`src/rtl/arith_pkg.sv`:
```
// Shared arithmetic-library definitions.
//   - WIDTH_MIN / WIDTH_MAX : legal operand widths for the serial datapaths
//   - state_t               : FSM encoding for the serial subtractor
//                             (ST_IDLE, ST_RUN, ST_DONE, 2 bits)
package arith_pkg;

  localparam int WIDTH_MIN = 2;
  localparam int WIDTH_MAX = 32;

  typedef enum logic [1:0] {
    ST_IDLE = 2'd0,
    ST_RUN  = 2'd1,
    ST_DONE = 2'd2
  } state_t;

endpackage

```
`src/rtl/bit_serial_subtractor_if.sv`:
```
// Handshake and data bundle for bit_serial_subtractor.
//   start      : request a subtraction (master -> slave)
//   a, b       : minuend / subtrahend, WIDTH bits (master -> slave)
//   diff       : (a - b) mod 2^WIDTH (slave -> master)
//   borrow_out : 1 iff unsigned a < b (slave -> master)
//   ovf        : two's-complement overflow (slave -> master)
//   busy       : operation in progress (slave -> master)
//   done       : one-cycle result-valid pulse (slave -> master)
interface bit_serial_subtractor_if #(
  parameter int WIDTH = 8
);

  logic             start;
  logic [WIDTH-1:0] a;
  logic [WIDTH-1:0] b;
  logic [WIDTH-1:0] diff;
  logic             borrow_out;
  logic             ovf;
  logic             busy;
  logic             done;

  modport master (
    output start, a, b,
    input  diff, borrow_out, ovf, busy, done
  );

  modport slave (
    input  start, a, b,
    output diff, borrow_out, ovf, busy, done
  );

endinterface

```
`src/rtl/full_subtractor.sv`:
```
// Combinational 1-bit full-subtractor cell: computes a - b - bin.
//   a, b, bin : operand bits and incoming borrow
//   d         : difference bit
//   bout      : outgoing borrow
module full_subtractor (
  input  logic a,
  input  logic b,
  input  logic bin,
  output logic d,
  output logic bout
);

  assign d    = a ^ b ^ bin;
  // Borrow when b exceeds a, or when they are equal and a borrow is pending.
  assign bout = (~a & b) | (~(a ^ b) & bin);

endmodule

```
`src/rtl/bit_serial_subtractor.sv`:
```
// Bit-serial two's-complement subtractor, diff = a - b, one bit per clock,
// LSB first, using a single full_subtractor cell over WIDTH cycles.
//   clk : clock, all state updates on rising edge
//   rst : synchronous active-high reset
//   bus : bit_serial_subtractor_if.slave (start/a/b in; diff/borrow_out/
//         ovf/busy/done out)
// Latency is WIDTH cycles from the accepting edge; a new operation can be
// accepted from DONE, giving a WIDTH+1 cycle back-to-back period.
module bit_serial_subtractor
  import arith_pkg::*;
#(
  parameter int WIDTH = 8
) (
  input  logic                     clk,
  input  logic                     rst,
  bit_serial_subtractor_if.slave   bus
);

  localparam int CNT_W = $clog2(WIDTH);
  localparam logic [CNT_W-1:0] CNT_LAST = CNT_W'(WIDTH - 1);

  generate
    if ((WIDTH < WIDTH_MIN) || (WIDTH > WIDTH_MAX)) begin : g_bad_width
      $error("bit_serial_subtractor: WIDTH out of range");
    end
  endgenerate

  state_t           state_q, state_d;
  logic [WIDTH-1:0] sa_q, sa_d;
  logic [WIDTH-1:0] sb_q, sb_d;
  // Only WIDTH-1 result bits are ever stored: the final bit goes straight
  // from the cell into diff on the completing edge.
  logic [WIDTH-2:0] sd_q, sd_d;
  logic             bin_q, bin_d;
  logic [CNT_W-1:0] cnt_q, cnt_d;
  logic [WIDTH-1:0] diff_q, diff_d;
  logic             borrow_q, borrow_d;
  logic             ovf_q, ovf_d;

  logic             cell_d;
  logic             cell_bout;
  logic [WIDTH-2:0] sd_shifted;

  full_subtractor u_cell (
    .a    (sa_q[0]),
    .b    (sb_q[0]),
    .bin  (bin_q),
    .d    (cell_d),
    .bout (cell_bout)
  );

  // Result shift register moves right; the new difference bit enters at
  // the top.
  generate
    for (genvar gi = 0; gi < WIDTH - 1; gi++) begin : g_sd_shift
      if (gi == WIDTH - 2) begin : g_top
        assign sd_shifted[gi] = cell_d;
      end else begin : g_mid
        assign sd_shifted[gi] = sd_q[gi+1];
      end
    end
  endgenerate

  always_comb begin
    state_d  = state_q;
    sa_d     = sa_q;
    sb_d     = sb_q;
    sd_d     = sd_q;
    bin_d    = bin_q;
    cnt_d    = cnt_q;
    diff_d   = diff_q;
    borrow_d = borrow_q;
    ovf_d    = ovf_q;

    case (state_q)
      ST_IDLE, ST_DONE: begin
        if (bus.start) begin
          sa_d    = bus.a;
          sb_d    = bus.b;
          bin_d   = 1'b0;
          cnt_d   = '0;
          state_d = ST_RUN;
        end else begin
          state_d = ST_IDLE;
        end
      end

      ST_RUN: begin
        sa_d  = {1'b0, sa_q[WIDTH-1:1]};
        sb_d  = {1'b0, sb_q[WIDTH-1:1]};
        sd_d  = sd_shifted;
        bin_d = cell_bout;
        if (cnt_q == CNT_LAST) begin
          diff_d   = {cell_d, sd_q};
          borrow_d = cell_bout;
          // On the last bit the cell inputs are exactly the operand MSBs.
          ovf_d    = (sa_q[0] ^ sb_q[0]) & (cell_d ^ sa_q[0]);
          state_d  = ST_DONE;
        end else begin
          cnt_d = cnt_q + CNT_W'(1);
        end
      end

      default: state_d = ST_IDLE;
    endcase
  end

  always_ff @(posedge clk) begin
    if (rst) begin
      state_q  <= ST_IDLE;
      sa_q     <= '0;
      sb_q     <= '0;
      sd_q     <= '0;
      bin_q    <= 1'b0;
      cnt_q    <= '0;
      diff_q   <= '0;
      borrow_q <= 1'b0;
      ovf_q    <= 1'b0;
    end else begin
      state_q  <= state_d;
      sa_q     <= sa_d;
      sb_q     <= sb_d;
      sd_q     <= sd_d;
      bin_q    <= bin_d;
      cnt_q    <= cnt_d;
      diff_q   <= diff_d;
      borrow_q <= borrow_d;
      ovf_q    <= ovf_d;
    end
  end

  assign bus.diff       = diff_q;
  assign bus.borrow_out = borrow_q;
  assign bus.ovf        = ovf_q;
  assign bus.busy       = (state_q == ST_RUN);
  assign bus.done       = (state_q == ST_DONE);

endmodule

```
`src/flat_wrapper.sv`:
```
// flat-port wrapper written by rule: the top's interface ports become plain ports
module bit_serial_subtractor_flat import arith_pkg::*;
#(
  parameter int WIDTH = 8
)
  (clk, rst, bus_start, bus_a, bus_b, bus_diff, bus_borrow_out, bus_ovf, bus_busy, bus_done);
  bit_serial_subtractor_if #(.WIDTH(WIDTH)) bus_i ();
  input  logic clk;
  input  logic rst;
  input wire logic [$bits(bus_i.start)-1:0] bus_start;
  input wire logic [$bits(bus_i.a)-1:0] bus_a;
  input wire logic [$bits(bus_i.b)-1:0] bus_b;
  output wire logic [$bits(bus_i.diff)-1:0] bus_diff;
  output wire logic [$bits(bus_i.borrow_out)-1:0] bus_borrow_out;
  output wire logic [$bits(bus_i.ovf)-1:0] bus_ovf;
  output wire logic [$bits(bus_i.busy)-1:0] bus_busy;
  output wire logic [$bits(bus_i.done)-1:0] bus_done;
  assign bus_i.start = bus_start;
  assign bus_i.a = bus_a;
  assign bus_i.b = bus_b;
  assign bus_diff = bus_i.diff;
  assign bus_borrow_out = bus_i.borrow_out;
  assign bus_ovf = bus_i.ovf;
  assign bus_busy = bus_i.busy;
  assign bus_done = bus_i.done;
  bit_serial_subtractor #(.WIDTH(WIDTH)) u_core (.clk(clk), .rst(rst), .bus(bus_i));
endmodule
```
`config.mk`:
```
export PLATFORM = sky130hd
export DESIGN_NAME = bit_serial_subtractor_flat
export DESIGN_NICKNAME = d
export VERILOG_FILES = /design/src/rtl/arith_pkg.sv /design/src/rtl/bit_serial_subtractor_if.sv /design/src/rtl/full_subtractor.sv /design/src/rtl/bit_serial_subtractor.sv /design/src/flat_wrapper.sv
export SDC_FILE = /design/constraint.sdc
export NUM_CORES = 1
export LEC_CHECK = 0
export ABC_CLOCK_PERIOD_IN_PS = 2840
export CORE_MARGIN = 2
export CORE_UTILIZATION = 46
export DETAILED_ROUTE_END_ITERATION = 16
export PLACE_DENSITY = 0.81
export SKIP_CTS_REPAIR_TIMING = 1
export SLEW_MARGIN = 20
export SYNTH_ARGS = -nofsm -noshare
export SYNTH_HDL_FRONTEND = slang
export SYNTH_HIERARCHICAL = 1
export SYNTH_SLANG_ARGS = --single-unit
```
`constraint.sdc`:
```
create_clock -name clk -period 2.84 [get_ports clk]
set_input_delay 0.568 -clock clk [delete_from_list [all_inputs] [get_ports clk]]
set_output_delay 0.568 -clock clk [all_outputs]
set_load 0.03 [all_outputs]
```
Yosys cells after proc, flatten, opt, wreduce, memory -nomap -nowiden
Index checks and enable logic that the tools add are counted.

Register bits after elaboration: 39. Output and inout port bits: 12. Logic and storage cells: 43.

Add/subtract/negate cells: 1. Equal/unequal tests: 6. Mux-type cells: 12. Bitwise gates (word level): 9. Reduce and logical (&&, ||, !) cells: 6.

Operators by type and width (number): 8-bit one-hot mux with 2 select lines (2); 8-bit 2-to-1 mux (2); 3-bit 2-to-1 mux (2); 3-bit one-hot mux with 2 select lines (1); 2-bit != test (second input constant) (2); 2-bit one-hot mux with 2 select lines (1); 2-bit AND reduction (2); 3-bit by 1-bit adder with 3-bit output (second input constant) (1); 1-bit bitwise AND (3); 3-bit equality test (second input constant) (1); 3-bit AND reduction (1); 1-bit bitwise XOR (3); 2-bit by 1-bit equality test with 1-bit output (second input constant) (1); 2-bit equality test (second input constant) (1); 2-bit zero test (1); 1-bit 2-to-1 mux (2); 2-bit 2-to-1 mux (1); 2-bit by 1-bit != test with 1-bit output (second input constant) (1); 1-bit inverter (2); 1-bit one-hot mux with 2 select lines (1); 2-bit nonzero test (1); 2-bit OR reduction (1); 1-bit OR (1).

Depth between registers and ports, before layout
Gate-level depths: netlist of run 1.

Depth in word-level cells: 5. Gate-level depth with buffers: 7. Mapped depth without buffers: 5.

Hierarchy
Netlist of run 1, hierarchy kept.

By module, submodules not included: bit_serial_subtractor (instances 1, cells each 192, area an instance 1646.6 um^2, sequential area each 780.7 um^2); full_subtractor (instances 1, cells each 4, area an instance 31.3 um^2, sequential area each 0.0 um^2).

Worst setup path after synthesis of run 1
No wires, ideal clock.

Kind: register to register. Start point: register u_core.cnt_q[0]. End point: register u_core.diff_q[7], in the netlist u_core/bus.diff[7]. Setup time: 0.128 ns. Arrival: 1.345 ns. Required time: 2.712 ns. Slack: 1.367 ns. Stages on the path, launching flop included: 8. Clock period less this slack: 1.473 ns. Path through: dfxtp_1 -> ha_1 -> ha_1 -> buf_2 -> nand3b_1 -> buf_2 -> mux2i_1 -> nor2_1.

Cells in the longest elaborated chain, start to end: 2.

RTL lines: start: declaration (RTL line bit_serial_subtractor.sv:35) `logic [CNT_W-1:0] cnt_q, cnt_d;`; start signal: assignment (RTL line bit_serial_subtractor.sv:125) `cnt_q <= cnt_d;`; 3-bit equality test (RTL line bit_serial_subtractor.sv:93) `if (cnt_q == CNT_LAST) begin`; 2-bit AND reduction (no line); end signal: assignment (RTL line bit_serial_subtractor.sv:126) `diff_q <= diff_d;`; end: declaration (RTL line bit_serial_subtractor.sv:36) `logic [WIDTH-1:0] diff_q, diff_d;`.

No other way between the ends. A chain may end at the register's enable or synchronous reset.

Worst setup path after layout of run 1
Start point: register u_core.state_q[0]. End point: output bus_busy.

Cells in the longest elaborated chain, start to end: 1.

RTL lines: start: declaration (RTL line bit_serial_subtractor.sv:28) `state_t state_q, state_d;`; start signal: assignment (RTL line bit_serial_subtractor.sv:120) `state_q <= state_d;`; 2-bit by 1-bit equality test with 1-bit output (RTL line bit_serial_subtractor.sv:135) `assign bus.busy = (state_q == ST_RUN);`; end: declaration (RTL line flat_wrapper.sv:16) `output wire logic [$bits(bus_i.busy)-1:0] bus_busy;`.

No other way between the ends.

==> metrics.txt, run 1 <==
# TYPE chip_impl_metric gauge
chip_impl_metric{name="timing.critical_path.arrival",unit="ns"} 1.64
chip_impl_metric{name="detailedPlace.worstSlack",unit="ns"} 0.771
chip_impl_metric{name="port_buffers",unit=""} 30
chip_impl_info{name="cts-root-buf",value="sky130_fd_sc_hd__clkbuf_4"} 1
chip_impl_metric{name="routedWlPerCell",unit="um"} 11.9
chip_impl_metric{name="clockPowerShare",unit="%"} 30.1
chip_impl_metric{name="gp_congestion",unit=""} 0.738
chip_impl_metric{name="die_wd",unit="um"} 64.4
chip_impl_info{name="endpoint_kind",value="primary output"} 1
chip_impl_metric{name="dr.pass1.iters",unit=""} 4
chip_impl_metric{name="antenna_violations_before_repair",unit=""} 0
chip_impl_metric{name="fin_setup_tns",unit="ns"} 0
chip_impl_metric{name="mappedNetlistArea",unit="um2"} 1680
chip_impl_metric{name="power_report.internal_total",unit="mW"} 0.786
chip_impl_metric{name="drt_drc_violations_left",unit=""} 0
chip_impl_metric{name="via_count_of_the_first_global_routing_pass",unit=""} 1280
chip_impl_metric{name="slew_limit_fails",unit=""} 0
chip_impl_metric{name="finalSetupViolCount",unit=""} 0
chip_impl_metric{name="grt.total_usage",unit="%"} 17.5
chip_impl_metric{name="area_growth_syn_to_layout",unit="%"} 21.7
chip_impl_metric{name="initial_utilization",unit="%"} 49.1
chip_impl_metric{name="register_area_share_after_synthesis",unit="%"} 46.5
chip_impl_info{name="min-delay-start",value="u_core/bus.diff[3]$_SDFFE_PP0P_"} 1
chip_impl_metric{name="clock_tree.htree_level_count",unit=""} 2
chip_impl_metric{name="detail_route.iter0.violations",unit=""} 76
chip_impl_info{name="min_delay_path_class",value="reg2reg"} 1
chip_impl_metric{name="seqPwrFrac",unit="%"} 55.6
chip_impl_info{name="critPathLaunchType",value="flop"} 1
chip_impl_metric{name="critical_path_peak_fanout",unit=""} 7
chip_impl_metric{name="cp.buffers_inverters",unit=""} 2
chip_impl_metric{name="syn-mean-instance-area",unit="um2"} 8.56
chip_impl_info{name="tritoncts",value="yes"} 1
chip_impl_metric{name="boundaryPins",unit=""} 31
chip_impl_metric{name="routed_via_density",unit=""} 5.10
chip_impl_metric{name="maxSlewHeadroom",unit="%"} 48.9
chip_impl_metric{name="gr-total-overflow",unit=""} 0
chip_impl_metric{name="worst-endpoint-required",unit="ns"} 2.27
chip_impl_info{name="critical-path-slowest-cell",value="sky130_fd_sc_hd__clkdlybuf4s50_1"} 1
chip_impl_metric{name="synth-seq-cells",unit=""} 39
chip_impl_info{name="synth_largest_area_cell",value="sky130_fd_sc_hd__dfxtp_1"} 1
chip_impl_metric{name="worst_path_max_stage_delay",unit="ns"} 0.67
chip_impl_metric{name="coreArea",unit="um2"} 3420
chip_impl_metric{name="switching_share",unit="%"} 25.9
chip_impl_metric{name="timing.final.hold_violations",unit=""} 0
chip_impl_metric{name="ys_types",unit=""} 22
chip_impl_info{name="critPathTopFamily",value="buffers and inverters"} 1
chip_impl_metric{name="max_freq",unit="MHz"} 454
chip_impl_info{name="timing.hold.worst_endpoint",value="u_core/bus.diff[3]$_SDFFE_PP0P_"} 1
chip_impl_metric{name="synthesis.instances",unit=""} 196
chip_impl_metric{name="setup_slack",unit="ns"} 0.636
chip_impl_metric{name="global_route_wire_length_before_repair",unit="um"} 5580
chip_impl_metric{name="postRouteAntennaNets",unit=""} 0
chip_impl_metric{name="die_height",unit="um"} 64.4
chip_impl_info{name="synth.area.top_cells",value="sky130_fd_sc_hd__dfxtp_1, sky130_fd_sc_hd__nand2_1, sky130_fd_sc_hd__a311oi_2, sky130_fd_sc_hd__a21oi_1, sky130_fd_sc_hd__nand3_1"} 1
chip_impl_metric{name="post-synth-top-area-fraction",unit="%"} 46.5
chip_impl_metric{name="whs",unit="ns"} 0.457
chip_impl_metric{name="combPwrFrac",unit="%"} 14.3
chip_impl_metric{name="irDropWorstVdd",unit="uV"} 283
chip_impl_metric{name="layout-drive-gt1-share",unit="%"} 10.8
chip_impl_metric{name="r2r_setup_slack",unit="ns"} 1.02
chip_impl_metric{name="number_of_filler_instances_in_the_final_layout",unit=""} 309
chip_impl_metric{name="dp_hpwl",unit="um"} 2100
chip_impl_metric{name="power_switching",unit="mW"} 0.275
chip_impl_metric{name="cts_buffer_depth",unit=""} 2
chip_impl_metric{name="least_margin_pin_slew",unit="ns"} 0.767
chip_impl_metric{name="synth_nets",unit=""} 218
chip_impl_metric{name="grt_max_degree",unit=""} 40
chip_impl_metric{name="die_area",unit="um2"} 4150
chip_impl_metric{name="core.rowCount",unit=""} 21
chip_impl_info{name="path_class",value="reg2out"} 1
chip_impl_metric{name="fin_worst_skew",unit="ns"} 0.00467
chip_impl_info{name="r2r_end",value="u_core/bus.ovf$_SDFFE_PP0P_"} 1
chip_impl_info{name="status",value="finished, final reports clean"} 1
chip_impl_metric{name="worst_setup_hold_path_clk_slew",unit="ns"} 0.11
chip_impl_metric{name="clk-insertion-delay-late",unit="ns"} 0.34
chip_impl_info{name="mostFrequentLayoutCells",value="sky130_fd_sc_hd__nand2_1, sky130_fd_sc_hd__dfxtp_1, sky130_fd_sc_hd__clkdlybuf4s50_1, sky130_fd_sc_hd__a21oi_1, sky130_fd_sc_hd__nor2_1"} 1
chip_impl_metric{name="power.density_cell_area",unit="nW/um2"} 519
chip_impl_info{name="worst_r2r_startpoint",value="u_core/cnt_q[0]$_SDFFE_PP0P_"} 1
chip_impl_info{name="layout.cells.most_common",value="sky130_fd_sc_hd__nand2_1"} 1
chip_impl_metric{name="antenna_cells",unit=""} 0
chip_impl_metric{name="period_needed",unit="ns"} 2.20
chip_impl_metric{name="vias",unit=""} 1371
chip_impl_metric{name="detailed_route_wl",unit="um"} 3200
chip_impl_metric{name="fin_crit_sh",unit="%"} 77.6
chip_impl_metric{name="tritoncts_num_sinks",unit=""} 39
chip_impl_info{name="rsz_0062_raised_after_global_routing",value="no"} 1
chip_impl_metric{name="ys.warnings.count",unit=""} 6
chip_impl_metric{name="cts_made_buffers",unit=""} 5
chip_impl_metric{name="max_cap_viol_count",unit=""} 0
chip_impl_info{name="crit_chain",value="nand2b_1 -> clkinv_1 -> clkdlybuf4s50_1"} 1
chip_impl_metric{name="power.leakage",unit="nW"} 0.723
chip_impl_metric{name="hold_path_cell_cnt",unit=""} 2
chip_impl_metric{name="reg2regPathDepth",unit=""} 5
chip_impl_metric{name="nNetsFinal",unit=""} 244
## cell families after synthesis
logic type / after synthesis / share of synthesized area (%)
simple gates: 95 / 24.0
compound gates: 39 / 19.8
flops: 39 / 46.5
buf+inv: 19 / 6.41
fa+ha+maj: 3 / 2.68
mux: 1 / 0.597
## synth_stat cells
cell type,count
sky130_fd_sc_hd__clkbuf_1,3
sky130_fd_sc_hd__or3b_1,1
sky130_fd_sc_hd__nor2b_1,2
sky130_fd_sc_hd__a21oi_1,24
sky130_fd_sc_hd__mux2i_1,1
sky130_fd_sc_hd__buf_6,1
sky130_fd_sc_hd__nand3b_1,2
sky130_fd_sc_hd__buf_4,6
sky130_fd_sc_hd__clkinv_1,1
sky130_fd_sc_hd__a311oi_1,1
sky130_fd_sc_hd__nand2b_1,3
sky130_fd_sc_hd__ha_1,2
sky130_fd_sc_hd__a311oi_2,13
sky130_fd_sc_hd__inv_1,3
sky130_fd_sc_hd__nand2_1,55
sky130_fd_sc_hd__a211oi_1,1
sky130_fd_sc_hd__fa_1,1
sky130_fd_sc_hd__dfxtp_1,39
sky130_fd_sc_hd__nand3_1,14
sky130_fd_sc_hd__nor3b_1,1
sky130_fd_sc_hd__buf_2,5
sky130_fd_sc_hd__nor2_1,17
## stage by stage
step	total power, mW	std cells	area [um2]	util (%)
after detailed placement	0.755	261	1970	57.8
after global placement	0.751	261	1970	57.8
after CTS	1.07	269	2040	59.8
final	1.06	269	2040	59.8
after floorplan	0.712	196	1680	-
after global routing	1.12	269	2040	59.8
## routing by layer
metal	GRT usage (%)	vias to the layer above	routed length [um]
met5	0	-	0
li1	-	715	-
met3	4.05	8	91
met2	28.9	19	1570
met4	9.57	0	77
met1	20.9	629	1470
## worst min-delay path, delay by kind of cell, from the launching register on
| kind | cells | cell delay (ns) |
|---|---|---|
| flops | 1 | 0.32 |
| simple gates | 1 | 0.05 |
| compound gates | 1 | 0.05 |
## power by group through the flow
| stage | Clock, mW | Sequential [mW] | Combinational (mW) |
|---|---|---|---|
| floorplan | 0 | 0.598 | 0.114 |
| global placement | 0 | 0.603 | 0.148 |
| detailed placement | 0 | 0.602 | 0.153 |
| CTS | 0.330 | 0.590 | 0.153 |
| global route | 0.357 | 0.595 | 0.169 |
| finish | 0.319 | 0.590 | 0.152 |
## cell type report
type                    count  area, um2  area share [%]
clock buffers               8       68.8            3.37
multi-input cells         138        790            38.7
repair buffers             34        330            16.2
inverters                   4       15.0           0.735
well taps                  46       57.6            2.82
flip-flops and latches     39        781            38.2
## worst max path at each step
stage / slack, ns / cells after the start / end / from
floorplan: 1.37 / 7 / u_core/bus.diff[7]$_SDFFE_PP0P_ / u_core/cnt_q[0]$_SDFFE_PP0P_
global placement: 0.83 / 4 / u_core/sa_q[2]$_SDFFE_PP0P_ / bus_start
detailed placement: 0.77 / 4 / u_core/sb_q[3]$_SDFFE_PP0P_ / bus_start
CTS: 0.62 / 3 / bus_busy / u_core/state_q[0]$_SDFFE_PP0P_
global route: 0.53 / 3 / bus_busy / u_core/state_q[0]$_SDFFE_PP0P_
finish: 0.64 / 3 / bus_busy / u_core/state_q[0]$_SDFFE_PP0P_
## sequential cells by signal, summed over array words and instances (netlist names)
name / cells
u_core/state_q: 2
u_core/sb_q: 8
u_core/cnt_q: 3
u_core/sa_q: 8
u_core/bus.ovf: 1
u_core/sd_q: 7
u_core/bin_q: 1
u_core/bus.borrow_out: 1
u_core/bus.diff: 8
Note: power is estimated with default switching activity, not from simulation.
==> run 2: changes to the inputs <==
--- a/config.mk
+++ b/config.mk
@@ -5,11 +5,11 @@
 export SDC_FILE = /design/constraint.sdc
 export NUM_CORES = 1
 export LEC_CHECK = 0
-export ABC_CLOCK_PERIOD_IN_PS = 2840
+export ABC_CLOCK_PERIOD_IN_PS = 1820
 export CORE_MARGIN = 2
 export CORE_UTILIZATION = 46
 export DETAILED_ROUTE_END_ITERATION = 16
-export PLACE_DENSITY = 0.81
+export PLACE_DENSITY = 0.83
 export SKIP_CTS_REPAIR_TIMING = 1
 export SLEW_MARGIN = 20
 export SYNTH_ARGS = -nofsm -noshare
==> constraint.sdc (replaced) <==
create_clock -name clk -period 1.82 [get_ports clk]
set_input_delay 0.364 -clock clk [delete_from_list [all_inputs] [get_ports clk]]
set_output_delay 0.364 -clock clk [all_outputs]
set_load 0.03 [all_outputs]
==> run 2 against run 1 <==
  * Via count is 2.3% higher
  * Cell area is 1.4% higher
  * Sequential power is 56% higher
  * Power is 49% higher
  * Clock skew is 0.0016 ns higher
  * Core utilization is 0.84 points higher
  * Final cell count is 0.74% higher
  * Flip-flop and latch count stayed put
  * Clock-buffer cell count is 3 lower
  * First-iteration DRC count is 12% higher
  * Critical path type unchanged
  * Largest cell class unchanged
==> metrics.txt, run 2 (synthesis gave the netlist of run 1 again) <==
# TYPE chip_impl_metric gauge
chip_impl_metric{name="area_growth_syn_to_layout",unit="%"} 23.4
chip_impl_metric{name="boundaryPins",unit=""} 31
chip_impl_info{name="crit_chain",value="clkdlybuf4s50_1"} 1
chip_impl_metric{name="cts_made_buffers",unit=""} 5
chip_impl_metric{name="max_cap_viol_count",unit=""} 0
chip_impl_info{name="tritoncts",value="yes"} 1
chip_impl_metric{name="r2r_setup_slack",unit="ns"} 0.27
chip_impl_metric{name="timing.final.hold_violations",unit=""} 0
chip_impl_info{name="critPathLaunchType",value="flop"} 1
chip_impl_metric{name="maxSlewHeadroom",unit="%"} 69.9
chip_impl_metric{name="cts_buffer_depth",unit=""} 2
chip_impl_metric{name="fin_crit_sh",unit="%"} 95.0
chip_impl_metric{name="final_area",unit="um2"} 2070
chip_impl_metric{name="routed_via_density",unit=""} 5.18
chip_impl_metric{name="fin_worst_skew",unit="ns"} 0.00626
chip_impl_metric{name="whs",unit="ns"} 0.460
chip_impl_metric{name="least_margin_pin_slew",unit="ns"} 0.449
chip_impl_metric{name="report.power.total",unit="mW"} 1.58
chip_impl_metric{name="placed_cell_area",unit="um2"} 2010
chip_impl_info{name="min-delay-start",value="u_core/bus.diff[5]$_SDFFE_PP0P_"} 1
chip_impl_metric{name="clock_tree.htree_level_count",unit=""} 2
chip_impl_metric{name="worst_setup_hold_path_clk_slew",unit="ns"} 0.11
chip_impl_info{name="endpoint_kind",value="primary output"} 1
chip_impl_metric{name="grt.total_usage",unit="%"} 16.9
chip_impl_info{name="status",value="finished, final reports clean"} 1
chip_impl_metric{name="vias",unit=""} 1403
chip_impl_metric{name="port_buffers",unit=""} 30
chip_impl_metric{name="routedWlPerCell",unit="um"} 11.5
chip_impl_info{name="critPathTopFamily",value="buffers and inverters"} 1
chip_impl_metric{name="antenna_cells",unit=""} 0
chip_impl_metric{name="period_needed",unit="ns"} 1.73
chip_impl_metric{name="grt_max_degree",unit=""} 40
chip_impl_info{name="r2r_end",value="u_core/bus.ovf$_SDFFE_PP0P_"} 1
chip_impl_metric{name="timing.critical_path.arrival",unit="ns"} 1.37
chip_impl_metric{name="finalSetupViolCount",unit=""} 0
chip_impl_metric{name="power.leakage",unit="nW"} 0.771
chip_impl_metric{name="cp.buffers_inverters",unit=""} 1
chip_impl_metric{name="power.density_cell_area",unit="nW/um2"} 765
chip_impl_metric{name="detailedPlace.worstSlack",unit="ns"} 0.174
chip_impl_metric{name="tritoncts_num_sinks",unit=""} 39
chip_impl_metric{name="antenna_violations_before_repair",unit=""} 0
chip_impl_metric{name="dp_hpwl",unit="um"} 2110
chip_impl_metric{name="detail_route.iter0.violations",unit=""} 85
chip_impl_metric{name="slew_limit_fails",unit=""} 0
chip_impl_metric{name="detailed_route_wl",unit="um"} 3110
chip_impl_metric{name="hold_path_cell_cnt",unit=""} 2
chip_impl_metric{name="dr.pass1.iters",unit=""} 4
chip_impl_info{name="layout.cells.most_common",value="sky130_fd_sc_hd__nand2_1"} 1
chip_impl_metric{name="initial_utilization",unit="%"} 49.1
chip_impl_metric{name="fin_setup_tns",unit="ns"} 0
chip_impl_metric{name="worst-endpoint-required",unit="ns"} 1.46
chip_impl_metric{name="core.rowCount",unit=""} 21
chip_impl_info{name="cts-root-buf",value="sky130_fd_sc_hd__clkbuf_4"} 1
chip_impl_info{name="critical-path-slowest-cell",value="sky130_fd_sc_hd__clkdlybuf4s50_1"} 1
chip_impl_metric{name="critical_path_peak_fanout",unit=""} 2
chip_impl_metric{name="max_freq",unit="MHz"} 578
chip_impl_info{name="min_delay_path_class",value="reg2reg"} 1
chip_impl_info{name="path_class",value="reg2out"} 1
chip_impl_metric{name="via_count_of_the_first_global_routing_pass",unit=""} 1283
chip_impl_metric{name="irDropWorstVdd",unit="uV"} 437
chip_impl_metric{name="die_wd",unit="um"} 64.4
chip_impl_metric{name="gp_congestion",unit=""} 0.754
chip_impl_metric{name="gr-total-overflow",unit=""} 0
chip_impl_info{name="mostFrequentLayoutCells",value="sky130_fd_sc_hd__nand2_1, sky130_fd_sc_hd__dfxtp_1, sky130_fd_sc_hd__clkdlybuf4s50_1, sky130_fd_sc_hd__a21oi_1, sky130_fd_sc_hd__nor2_1"} 1
chip_impl_metric{name="clk-insertion-delay-late",unit="ns"} 0.34
chip_impl_metric{name="postRouteAntennaNets",unit=""} 0
chip_impl_metric{name="setup_slack",unit="ns"} 0.0901
chip_impl_metric{name="reg2regPathDepth",unit=""} 5
chip_impl_info{name="worst_r2r_startpoint",value="u_core/cnt_q[0]$_SDFFE_PP0P_"} 1
chip_impl_metric{name="nNetsFinal",unit=""} 246
chip_impl_info{name="timing.hold.worst_endpoint",value="u_core/bus.diff[5]$_SDFFE_PP0P_"} 1
chip_impl_metric{name="die_area",unit="um2"} 4150
chip_impl_info{name="rsz_0062_raised_after_global_routing",value="no"} 1
chip_impl_metric{name="drt_drc_violations_left",unit=""} 0
chip_impl_metric{name="coreArea",unit="um2"} 3420
chip_impl_metric{name="die_height",unit="um"} 64.4
chip_impl_metric{name="worst_path_max_stage_delay",unit="ns"} 0.67
chip_impl_metric{name="global_route_wire_length_before_repair",unit="um"} 5330
chip_impl_metric{name="layout-drive-gt1-share",unit="%"} 12.0
-- run 2: cell types whose count changed in the layout (fill, tap and decap cells not counted) --
cell,previous run,this run
sky130_fd_sc_hd__dlymetal6s2s_1,0,2
sky130_fd_sc_hd__clkdlybuf4s50_1,30,28
sky130_fd_sc_hd__clkbuf_1,1,0
sky130_fd_sc_hd__buf_12,0,2
sky130_fd_sc_hd__clkinv_2,0,3
sky130_fd_sc_hd__clkbuf_8,2,0
-- run 2: final cells by class --
class,count,area (um2)
clock inverter,3,15.0
sequential,39,781
clock buffer,5,37.5
tap,46,57.6
multi-input combinational,138,790
inverter,4,15.0
fill,339,1350
timing repair buffer,36,375
-- run 2: worst max path at each step --
stage,slack (ns),cells after the start,start,to
global placement,0.18,3,u_core/state_q[0]$_SDFFE_PP0P_,bus_busy
detailed placement,0.17,3,u_core/state_q[0]$_SDFFE_PP0P_,bus_busy
CTS,-0.23,3,u_core/state_q[0]$_SDFFE_PP0P_,bus_busy
finish,0.09,1,u_core/bus.ovf$_SDFFE_PP0P_,bus_ovf
global route,0.03,1,u_core/bus.diff[7]$_SDFFE_PP0P_,bus_diff[7]
floorplan,0.35,7,u_core/cnt_q[0]$_SDFFE_PP0P_,u_core/bus.diff[7]$_SDFFE_PP0P_
-- run 2: per-layer routing --
metal	track usage, %	vias up	wire (um)
li1	-	719	-
met1	18.4	643	1400
met2	29.2	36	1510
met3	4.23	5	130
met4	10.4	0	72
met5	0	-	0
-- run 2: metrics by stage --
| step | instances | utilization [%] |
|---|---|---|
| 2_1_floorplan | 196 | - |
| 3_3_place_gp | 263 | 58.9 |
| 3_5_place_dp | 263 | 58.9 |
| 4_1_cts | 271 | 60.5 |
| 5_1_grt | 271 | 60.6 |
| 6_report | 271 | 60.6 |
-- run 2: power by group --
group          total, mW  internal (mW)  switching (mW)  leakage (nW)
Combinational      0.248          0.114           0.133         0.419
Clock              0.416          0.144           0.272        0.0347
Sequential         0.921          0.894          0.0264         0.318
==> run 3: changes to the inputs <==
--- a/config.mk
+++ b/config.mk
@@ -10,6 +10,7 @@
 export CORE_UTILIZATION = 46
 export DETAILED_ROUTE_END_ITERATION = 16
 export PLACE_DENSITY = 0.83
+export SETUP_SLACK_MARGIN = 0.02
 export SKIP_CTS_REPAIR_TIMING = 1
 export SLEW_MARGIN = 20
 export SYNTH_ARGS = -nofsm -noshare
==> constraint.sdc (replaced) <==
create_clock -name clk -period 1.82 [get_ports clk]
set_input_delay 0.364 -clock clk [delete_from_list [all_inputs] [get_ports clk]]
set_output_delay 0.364 -clock clk [all_outputs]
set_load 0.005 [all_outputs]
==> run 3 against run 2 <==
  * Fmax up 0.72%
  * Worst hold slack about the same
  * Largest cell class unchanged
  * Critical endpoint is now bus_done
  * Clock-buffer cell count is the same
==> metrics.txt, run 3 (synthesis gave the netlist of run 1 again) <==
# TYPE chip_impl_metric gauge
chip_impl_info{name="status",value="finished, final reports clean"} 1
chip_impl_metric{name="dp_hpwl",unit="um"} 2070
chip_impl_metric{name="routed_via_density",unit=""} 5.15
chip_impl_metric{name="detailed_route_wl",unit="um"} 3090
chip_impl_metric{name="clk-insertion-delay-late",unit="ns"} 0.35
chip_impl_info{name="critPathLaunchType",value="flop"} 1
chip_impl_metric{name="core.rowCount",unit=""} 21
chip_impl_metric{name="initial_utilization",unit="%"} 49.1
chip_impl_metric{name="vias",unit=""} 1400
chip_impl_metric{name="antenna_violations_before_repair",unit=""} 0
chip_impl_metric{name="gp_congestion",unit=""} 0.757
chip_impl_metric{name="boundaryPins",unit=""} 31
chip_impl_info{name="path_class",value="reg2out"} 1
chip_impl_info{name="endpoint_kind",value="primary output"} 1
chip_impl_metric{name="whs",unit="ns"} 0.460
chip_impl_metric{name="slew_limit_fails",unit=""} 0
chip_impl_metric{name="timing.critical_path.arrival",unit="ns"} 1.35
chip_impl_info{name="critical-path-slowest-cell",value="sky130_fd_sc_hd__clkdlybuf4s50_1"} 1
chip_impl_info{name="tritoncts",value="yes"} 1
chip_impl_metric{name="power.leakage",unit="nW"} 0.753
chip_impl_metric{name="tritoncts_num_sinks",unit=""} 39
chip_impl_metric{name="port_buffers",unit=""} 30
chip_impl_metric{name="worst-endpoint-required",unit="ns"} 1.46
chip_impl_metric{name="detail_route.iter0.violations",unit=""} 112
chip_impl_metric{name="coreArea",unit="um2"} 3420
chip_impl_metric{name="gr-total-overflow",unit=""} 0
chip_impl_info{name="cts-root-buf",value="sky130_fd_sc_hd__clkbuf_4"} 1
chip_impl_info{name="crit_chain",value="nor2b_2 -> clkdlybuf4s50_1"} 1
chip_impl_metric{name="postRouteAntennaNets",unit=""} 0
chip_impl_metric{name="die_height",unit="um"} 64.4
chip_impl_metric{name="timing.final.hold_violations",unit=""} 0
chip_impl_metric{name="cts_buffer_depth",unit=""} 2
chip_impl_metric{name="die_wd",unit="um"} 64.4
chip_impl_info{name="min_delay_path_class",value="reg2reg"} 1
chip_impl_metric{name="worst_path_max_stage_delay",unit="ns"} 0.50
chip_impl_info{name="mostFrequentLayoutCells",value="sky130_fd_sc_hd__nand2_1, sky130_fd_sc_hd__dfxtp_1, sky130_fd_sc_hd__clkdlybuf4s50_1, sky130_fd_sc_hd__a21oi_1, sky130_fd_sc_hd__nor2_1"} 1
chip_impl_metric{name="critical_path_peak_fanout",unit=""} 5
chip_impl_metric{name="cp.buffers_inverters",unit=""} 1
chip_impl_metric{name="antenna_cells",unit=""} 0
chip_impl_metric{name="period_needed",unit="ns"} 1.72
chip_impl_metric{name="max_freq",unit="MHz"} 582
chip_impl_metric{name="grt_max_degree",unit=""} 40
chip_impl_metric{name="max_cap_viol_count",unit=""} 0
chip_impl_info{name="rsz_0062_raised_after_global_routing",value="no"} 1
chip_impl_metric{name="fin_worst_skew",unit="ns"} 0.00895
chip_impl_info{name="critPathTopFamily",value="buffers and inverters"} 1
chip_impl_info{name="layout.cells.most_common",value="sky130_fd_sc_hd__nand2_1"} 1
chip_impl_metric{name="cts_made_buffers",unit=""} 5
chip_impl_metric{name="drt_drc_violations_left",unit=""} 0
chip_impl_metric{name="nNetsFinal",unit=""} 247
chip_impl_metric{name="layout-drive-gt1-share",unit="%"} 13.7
chip_impl_metric{name="fin_crit_sh",unit="%"} 94.4
chip_impl_metric{name="power.density_cell_area",unit="nW/um2"} 767
chip_impl_metric{name="least_margin_pin_slew",unit="ns"} 0.452
chip_impl_metric{name="die_area",unit="um2"} 4150
chip_impl_metric{name="dr.pass1.iters",unit=""} 4
chip_impl_metric{name="global_route_wire_length_before_repair",unit="um"} 5360
chip_impl_metric{name="finish.utilization",unit="%"} 60.5
chip_impl_metric{name="via_count_of_the_first_global_routing_pass",unit=""} 1246
chip_impl_metric{name="routedWlPerCell",unit="um"} 11.3
chip_impl_metric{name="area_growth_syn_to_layout",unit="%"} 23.3
chip_impl_metric{name="worst_setup_hold_path_clk_slew",unit="ns"} 0.12
chip_impl_metric{name="irDropWorstVdd",unit="uV"} 430
chip_impl_metric{name="maxSlewHeadroom",unit="%"} 69.8
chip_impl_metric{name="clock_tree.htree_level_count",unit=""} 2
chip_impl_metric{name="grt.total_usage",unit="%"} 16.9
chip_impl_metric{name="finalSetupViolCount",unit=""} 0
run 3: layout make-up:
type	count	area, um2
multi-input cells	138	792
clock buffers	5	37.5
clock inverters	3	15.0
well taps	46	57.6
repair buffers	37	368
flip-flops and latches	39	783
fillers	321	1350
inverters	4	15.0
run 3: path summary, 6_finish.rpt:
kind	startpoint	depth (start not counted)	endpoint	slack (ns)
setup / recovery	u_core/state_q[1]$_SDFFE_PP0P_	2	bus_done	0.10
hold / removal	u_core/bus.diff[5]$_SDFFE_PP0P_	2	u_core/bus.diff[5]$_SDFFE_PP0P_	0.46
setup reg to reg	u_core/cnt_q[0]$_SDFFE_PP0P_	5	u_core/bus.ovf$_SDFFE_PP0P_	0.25
hold reg to reg	u_core/bus.diff[5]$_SDFFE_PP0P_	2	u_core/bus.diff[5]$_SDFFE_PP0P_	0.46
run 3: worst reg2reg max path, stage by stage (launching register included):
cell	delay (ns)
sky130_fd_sc_hd__dfxtp_1	0.37
sky130_fd_sc_hd__ha_1	0.16
sky130_fd_sc_hd__ha_1	0.26
sky130_fd_sc_hd__nand3b_1	0.37
sky130_fd_sc_hd__a21oi_1	0.24
sky130_fd_sc_hd__a211oi_1	0.09
run 3: through the flow:
stage / cell area, um2 / setup WS [ns] / cells / setup TNS, ns / total power [mW]
finish: 2070 / 0.102 / 272 / 0 / 1.59
detailed placement: 2010 / 0.184 / 264 / 0 / 1.18
global placement: 2010 / 0.238 / 264 / 0 / 1.18
floorplan: 1680 / 0.348 / 196 / 0 / 1.11
global route: 2070 / 0.0295 / 272 / 0 / 1.68
CTS: 2060 / -0.0535 / 272 / -0.0535 / 1.61
run 3: per-layer routing:
metal | part of all wire, % | up-vias | track usage (%)
met5 | 0 | - | 0
li1 | - | 720 | -
met1 | 46 | 646 | 20.2
met3 | 4.4 | 2 | 5.81
met4 | 1.3 | 0 | 8.78
met2 | 48 | 32 | 26.8
run 3: where the power goes:
part / switching [mW] / internal [mW] / total (mW)
registers: 0.0267 / 0.895 / 0.921
logic: 0.128 / 0.112 / 0.240
clock network: 0.280 / 0.144 / 0.424
